File: config.mk
export PLATFORM = sky130hd
export DESIGN_NAME = watch_set_ctrl
export DESIGN_NICKNAME = d
export VERILOG_FILES = /design/src/rtl/watch_pkg.sv /design/src/rtl/watch_edit_timer.sv /design/src/rtl/watch_set_ctrl.sv
export SDC_FILE = /design/constraint.sdc
export NUM_CORES = 1
export LEC_CHECK = 0
export ABC_CLOCK_PERIOD_IN_PS = 2710
export CORE_AREA = 2 2 112 114
export CTS_CLUSTER_SIZE = 25
export DETAILED_ROUTE_END_ITERATION = 8
export DIE_AREA = 0 0 114 116
export GPL_TIMING_DRIVEN = 0
export PLACE_DENSITY = 0.51
export SETUP_SLACK_MARGIN = 0.15
export SLEW_MARGIN = 10
export SYNTH_ARGS = -nofsm -noshare
export SYNTH_HDL_FRONTEND = slang
export SYNTH_HIERARCHICAL = 1
export SYNTH_SLANG_ARGS = --single-unit
File: constraint.sdc
create_clock -name clk -period 2.71 [get_ports clk]
set_input_delay 0.542 -clock clk [delete_from_list [all_inputs] [get_ports clk]]
set_output_delay 0.542 -clock clk [all_outputs]
set_load 0.03 [all_outputs]
File: src/rtl/watch_pkg.sv
// Shared definitions for the watch time-setting path: mode encoding, UART
// command bytes, decoded command set and default timer lengths.
package watch_pkg;

   typedef enum logic [1:0] {
      MODE_WATCH     = 2'd0,
      MODE_EDIT_HOUR = 2'd1,
      MODE_EDIT_MIN  = 2'd2,
      MODE_EDIT_SEC  = 2'd3
   } mode_t;

   typedef enum logic [2:0] {
      CMD_NONE,
      CMD_MODE,
      CMD_INC,
      CMD_QUIT,
      CMD_HOUR,
      CMD_MIN,
      CMD_SEC,
      CMD_ERR
   } cmd_t;

   localparam logic [7:0] BYTE_MODE = 8'h4D;  // 'M'
   localparam logic [7:0] BYTE_INC  = 8'h55;  // 'U'
   localparam logic [7:0] BYTE_QUIT = 8'h51;  // 'Q'
   localparam logic [7:0] BYTE_HOUR = 8'h68;  // 'h'
   localparam logic [7:0] BYTE_MIN  = 8'h6D;  // 'm'
   localparam logic [7:0] BYTE_SEC  = 8'h73;  // 's'

   localparam int unsigned BLINK_CYC_DEF   = 50_000_000;
   localparam int unsigned TIMEOUT_CYC_DEF = 1_000_000_000;

   function automatic cmd_t decode_byte(input logic [7:0] b);
      cmd_t c;
      case (b)
         BYTE_MODE: c = CMD_MODE;
         BYTE_INC:  c = CMD_INC;
         BYTE_QUIT: c = CMD_QUIT;
         BYTE_HOUR: c = CMD_HOUR;
         BYTE_MIN:  c = CMD_MIN;
         BYTE_SEC:  c = CMD_SEC;
         default:   c = CMD_ERR;
      endcase
      return c;
   endfunction

   // MODE cycles through all four states, so a 2-bit wrap is exactly right.
   function automatic mode_t mode_advance(input mode_t m);
      return mode_t'(m + 2'd1);
   endfunction

endpackage

File: src/rtl/watch_edit_timer.sv
// Blink and idle-timeout counters for the edit modes. Both restart on i_clear
// and sit at zero (blink held on) whenever i_enable is low.
module watch_edit_timer #(
   parameter int unsigned BLINK_CYC   = 50_000_000,
   parameter int unsigned TIMEOUT_CYC = 1_000_000_000
) (
   input  logic clk,
   input  logic rst,
   input  logic i_clear,
   input  logic i_enable,
   output logic o_blink,
   output logic o_timeout
);

   localparam int BW = (BLINK_CYC   > 1) ? $clog2(BLINK_CYC)   : 1;
   localparam int TW = (TIMEOUT_CYC > 1) ? $clog2(TIMEOUT_CYC) : 1;

   logic [BW-1:0] r_blink_cnt;
   logic [TW-1:0] r_to_cnt;
   logic          r_blink;
   logic          w_blink_wrap;

   assign w_blink_wrap = (r_blink_cnt == BW'(BLINK_CYC - 1));

   always_ff @(posedge clk or negedge rst) begin
      if (!rst) begin
         r_blink_cnt <= '0;
         r_to_cnt    <= '0;
         r_blink     <= 1'b1;
      end else if (i_clear || !i_enable) begin
         r_blink_cnt <= '0;
         r_to_cnt    <= '0;
         r_blink     <= 1'b1;
      end else begin
         r_blink_cnt <= w_blink_wrap ? '0 : r_blink_cnt + 1'b1;
         r_blink     <= w_blink_wrap ? ~r_blink : r_blink;
         r_to_cnt    <= r_to_cnt + 1'b1;
      end
   end

   assign o_blink   = r_blink;
   assign o_timeout = (r_to_cnt == TW'(TIMEOUT_CYC - 1));

endmodule

File: src/rtl/watch_set_ctrl.sv
// Time-setting controller: arbitrates button pulses and UART bytes into one
// command per cycle, runs the edit-mode FSM and emits registered strobes.
module watch_set_ctrl
   import watch_pkg::*;
#(
   parameter int unsigned BLINK_CYC   = BLINK_CYC_DEF,
   parameter int unsigned TIMEOUT_CYC = TIMEOUT_CYC_DEF
) (
   input  logic       clk,
   input  logic       rst,
   input  logic       i_btn_l,
   input  logic       i_btn_u,
   input  logic       i_btn_d,
   input  logic [7:0] i_rx_data,
   input  logic       i_rx_valid,
   output logic       o_rx_ready,
   output logic       o_run_hour,
   output logic       o_run_min,
   output logic       o_run_sec,
   output logic [1:0] o_mode,
   output logic       o_blink,
   output logic       o_cmd_err
);

   mode_t r_mode, w_mode_next;
   cmd_t  w_cmd;
   logic  r_run_hour, r_run_min, r_run_sec, r_cmd_err;
   logic  w_run_hour_next, w_run_min_next, w_run_sec_next, w_cmd_err_next;
   logic  w_rx_ready, w_timeout, w_blink;

   // A byte is only refused in a button cycle or while reset is held.
   assign w_rx_ready = rst & ~(i_btn_l | i_btn_u | i_btn_d);

   always_comb begin
      w_cmd = CMD_NONE;
      if (i_btn_d)
         w_cmd = CMD_QUIT;
      else if (i_btn_l)
         w_cmd = CMD_MODE;
      else if (i_btn_u)
         w_cmd = CMD_INC;
      else if (i_rx_valid && w_rx_ready)
         w_cmd = decode_byte(i_rx_data);
   end

   always_comb begin
      w_mode_next     = r_mode;
      w_run_hour_next = 1'b0;
      w_run_min_next  = 1'b0;
      w_run_sec_next  = 1'b0;
      w_cmd_err_next  = 1'b0;
      case (w_cmd)
         CMD_MODE: w_mode_next = mode_advance(r_mode);
         CMD_QUIT: w_mode_next = MODE_WATCH;
         CMD_INC: begin
            w_run_hour_next = (r_mode == MODE_EDIT_HOUR);
            w_run_min_next  = (r_mode == MODE_EDIT_MIN);
            w_run_sec_next  = (r_mode == MODE_EDIT_SEC);
         end
         CMD_HOUR: w_run_hour_next = 1'b1;
         CMD_MIN:  w_run_min_next  = 1'b1;
         CMD_SEC:  w_run_sec_next  = 1'b1;
         CMD_ERR:  w_cmd_err_next  = 1'b1;
         default: begin
            // Timeout only acts on an idle cycle; any command takes precedence.
            if (w_timeout && (r_mode != MODE_WATCH))
               w_mode_next = MODE_WATCH;
         end
      endcase
   end

   always_ff @(posedge clk or negedge rst) begin
      if (!rst) begin
         r_mode     <= MODE_WATCH;
         r_run_hour <= 1'b0;
         r_run_min  <= 1'b0;
         r_run_sec  <= 1'b0;
         r_cmd_err  <= 1'b0;
      end else begin
         r_mode     <= w_mode_next;
         r_run_hour <= w_run_hour_next;
         r_run_min  <= w_run_min_next;
         r_run_sec  <= w_run_sec_next;
         r_cmd_err  <= w_cmd_err_next;
      end
   end

   watch_edit_timer #(
      .BLINK_CYC   (BLINK_CYC),
      .TIMEOUT_CYC (TIMEOUT_CYC)
   ) u_timer (
      .clk       (clk),
      .rst       (rst),
      .i_clear   (w_cmd != CMD_NONE),
      .i_enable  (w_mode_next != MODE_WATCH),
      .o_blink   (w_blink),
      .o_timeout (w_timeout)
   );

   assign o_rx_ready = w_rx_ready;
   assign o_run_hour = r_run_hour;
   assign o_run_min  = r_run_min;
   assign o_run_sec  = r_run_sec;
   assign o_mode     = r_mode;
   assign o_blink    = w_blink;
   assign o_cmd_err  = r_cmd_err;

endmodule

==> flow_metrics.py <==
metrics = {
    "routing": {
        "drtAntennaViolNets": 0,
        "wire_per_inst_um": 14.8,
        "num_vias": 3027,
        "vias_per_cell": 5.20,
        "drc": 0,
        "routed_wl_mm": 8.63,
        "dr.pass1.iters": 4,
        "drt-initial-drc-count": 172,
    },
    "global_routing": {
        "grt_overflow": 0,
        "grt_max_degree": 32,
        "grt_usage_pct": 14.0,
        "grt_first_pass_wirelength_mm": 14.8,
        "antenna_found_initial": 0,
        "grt_pass1_vias": 3034,
    },
    "die": {
        "io_pins": 22,
        "dieArea_um2": 13200,
        "core-area_um2": 11900,
        "die_height_um": 116,
        "initial_core_util_pct": 29.8,
        "fp-row-count": 40,
        "die_w_um": 114,
    },
    "clock_tree": {
        "clock_latency_ns": 0.32,
        "cts_root_buffer": "clkbuf_16",
        "clock_sinks": 63,
        "cts_made_buffers": 9,
        "clock_path_buffers": 2,
        "cts_tree": "yes",
        "clkTransAtPathRegs_ns": 0.05,
        "htree_levels": 3,
    },
    "yosys": {
        "yosysWarnings": 6,
        "async_flop_share_pct": 100,
        "yosys-top-cells-count": "dfrtp_1 (62), a21oi_1 (30), nor2_1 (29)",
        "seq_area_frac_synth_pct": 44.5,
        "syn_inst": 378,
        "netlist.area_leader.share_pct": 43.8,
        "syn_area_um2": 3540,
        "synth-edff-count": 0,
        "yosys.area.top_type": "dfrtp_1",
        "yosys.cell_count.top_type": "dfrtp_1",
        "syn-num-nets": 399,
        "synthTopCellsByArea": "dfrtp_1 (44%), a21oi_1 (4.2%), or3_1 (4.1%)",
        "ys_ff_latch": 63,
        "synth-main-ff-cell": "dfrtp_1",
        "yosysUniqueCellTypes": 58,
        "syn_avg_cell_area_um2": 9.38,
    },
    "timing": {
        "finalCritPeriodShare_pct": 94.9,
        "post-route-min-period_ns": 2.57,
        "maxSlewViolCount": 0,
        "skew_ns": 0.00593,
        "timing.fmax_ghz": 0.389,
        "grt_setup_unrepaired": "yes",
        "fin_tns_setup_ns": 0,
        "tightest_slew_ns": 0.490,
        "hold_slack_ns": 0.0399,
        "relSlewSlack_pct": 67.3,
        "final_hold_viol_count": 0,
        "setup_viol": 0,
        "postLayoutSetupSlackWorst_ns": 0.139,
    },
    "critical_path": {
        "crit_slowest_cell": "or4_4",
        "reg2regPathDepth": 11,
        "reg2reg_slack_ns": 0.14,
        "crit_top_cell": "nor4_2",
        "crit_chain": "or4_4 -> nor4_2 -> nand4_1 -> nor4_2 -> o211ai_1 -> a21o_1 -> o32a_2 -> nor2b_4 -> o21ai_4 -> buf_6 -> nor2_1",
        "max_stage_delay_ns": 0.54,
        "r2r_start": "u_timer/r_to_cnt[13]",
        "worstSetupStartpointType": "flop",
        "crit_required_ns": 2.92,
        "end_kind": "flop",
        "r2r_end": "u_timer/r_blink_cnt[3]",
        "crit_arrival_ns": 2.78,
        "crit_path_max_fanout": 8,
        "critPathKind": "reg -> reg",
    },
    "pwr": {
        "p_leak_uw": 0.00180,
        "power_uw": 2270,
        "ir_worst_vdd_mv": 0.322,
        "p_per_area_nw_per_um2": 487,
    },
    "run": {
        "maxCapViolCount": 0,
    },
    "run_status": {
        "run_status": "completed",
    },
    "layout": {
        "areaGrowthSynthToFinish_pct": 31.4,
        "fillCellCount": 1176,
        "final_util_pct": 39.1,
        "diodes": 0,
        "drive_gt1_share_pct": 20.7,
        "final_nets": 451,
    },
    "worst_hold_path": {
        "hold_class": "in -> async",
    },
    "placed_design": {
        "place_ws_ns": -0.606,
        "dp_hpwl_mm": 5.53,
        "gp_congestion": 0.766,
        "portBuffers": 21,
    },
}
[layout make-up]
cell class | count | area [um^2] | area share, %
Inverter | 16 | 60.1 | 1.29
Timing Repair Buffer | 41 | 455 | 9.78
Clock inverter | 3 | 40.0 | 0.860
Clock buffer | 13 | 270 | 5.80
Tap cell | 147 | 184 | 3.95
Sequential cell | 63 | 1580 | 33.9
Buffer | 15 | 125 | 2.69
Multi-Input combinational cell | 284 | 1950 | 41.8
[worst max path at each step]
stage	start	end	slack [ns]	depth (start not counted)
floorplan	i_rx_data[2]	u_timer/r_blink_cnt[21]	0.16	9
global placement	rst	u_timer/r_blink_cnt[21]	-2.77	10
detailed placement	i_rx_data[2]	u_timer/r_blink_cnt[23]	-0.61	10
CTS	u_timer/r_to_cnt[13]	u_timer/r_blink_cnt[23]	0.009	11
global route	u_timer/r_to_cnt[13]	u_timer/r_blink_cnt[4]	-0.01	11
finish	u_timer/r_to_cnt[13]	u_timer/r_blink_cnt[3]	0.14	11
[flip-flops by register name, summed over array words and instances (netlist names)]
signal,count
o_run_min,1
o_run_sec,1
o_run_hour,1
u_timer/o_blink,1
o_cmd_err,1
o_mode,2
u_timer/r_to_cnt,30
u_timer/r_blink_cnt,26
[what timing repair did]
item                       CTS  global route
setup endpoints to repair   58            57
pin swaps                   11             8
buffers inserted            10             4
gates resized for setup     42            20
hold buffers                 0             0
cloned                       5             0
[power by group]
part | internal [uW] | switching [uW]
logic | 70.5 | 75.6
registers | 946 | 6.24
clock network | 783 | 387
total | 1800 | 469
[critical path, delay by kind of cell (launching register included)]
family                 cells  cell delay [ns]
DFF                        1             0.38
buffers and inverters      1             0.19
AOI/OAI and AO/OA          4             0.65
and+or+nand+nor            6             1.23
[routing by layer]
| metal | up-vias | GRT usage [%] | part of all wire, % |
|---|---|---|---|
| li1 | 1503 | - | - |
| met1 | 1486 | 18.8 | 50 |
| met2 | 34 | 22.9 | 47 |
| met3 | 4 | 3.50 | 2.5 |
| met4 | 0 | 2.85 | 0.52 |
| met5 | - | 0 | 0 |
[stage by stage]
| stage | instances | instance area, um^2 |
|---|---|---|
| finish | 582 | 4660 |
| global route | 582 | 4660 |
| CTS | 578 | 4590 |
| detailed placement | 547 | 4000 |
| global placement | 546 | 3970 |
| floorplan | 378 | 3580 |
[kinds of logic (layout without fill, tap and decap cells)]
logic type | Yosys count | count (layout) | share of synthesized area (%)
buffers and inverters | 31 | 88 | 4.02
XOR/XNOR | 23 | 23 | 5.68
AND/OR/NAND/NOR | 174 | 174 | 28.7
adder cells (fa/ha/maj) | 7 | 7 | 2.47
multiplexers | 1 | 1 | 0.318
AO/OA/AOI/OAI | 79 | 79 | 14.3
flip-flops | 63 | 63 | 44.5
[cell usage in the layout, fill, tap and decap left out, types with 8 or more instances in the layout]
cell | netlist | final
or3_1 | 23 | 23
clkdlybuf4s50_1 | 0 | 8
buf_4 | 0 | 13
nor2_1 | 29 | 24
xnor2_1 | 11 | 11
or4_1 | 10 | 9
xor2_1 | 12 | 12
nand2_1 | 20 | 20
a21oi_2 | 0 | 8
o21ai_0 | 24 | 24
o31ai_1 | 8 | 8
nand3_1 | 24 | 24
a21oi_1 | 30 | 22
nand4_1 | 17 | 17
dfrtp_1 | 62 | 62
inv_1 | 16 | 15
clkbuf_16 | 0 | 10
and3_1 | 8 | 8
Power figures use the tool's default switching activity.
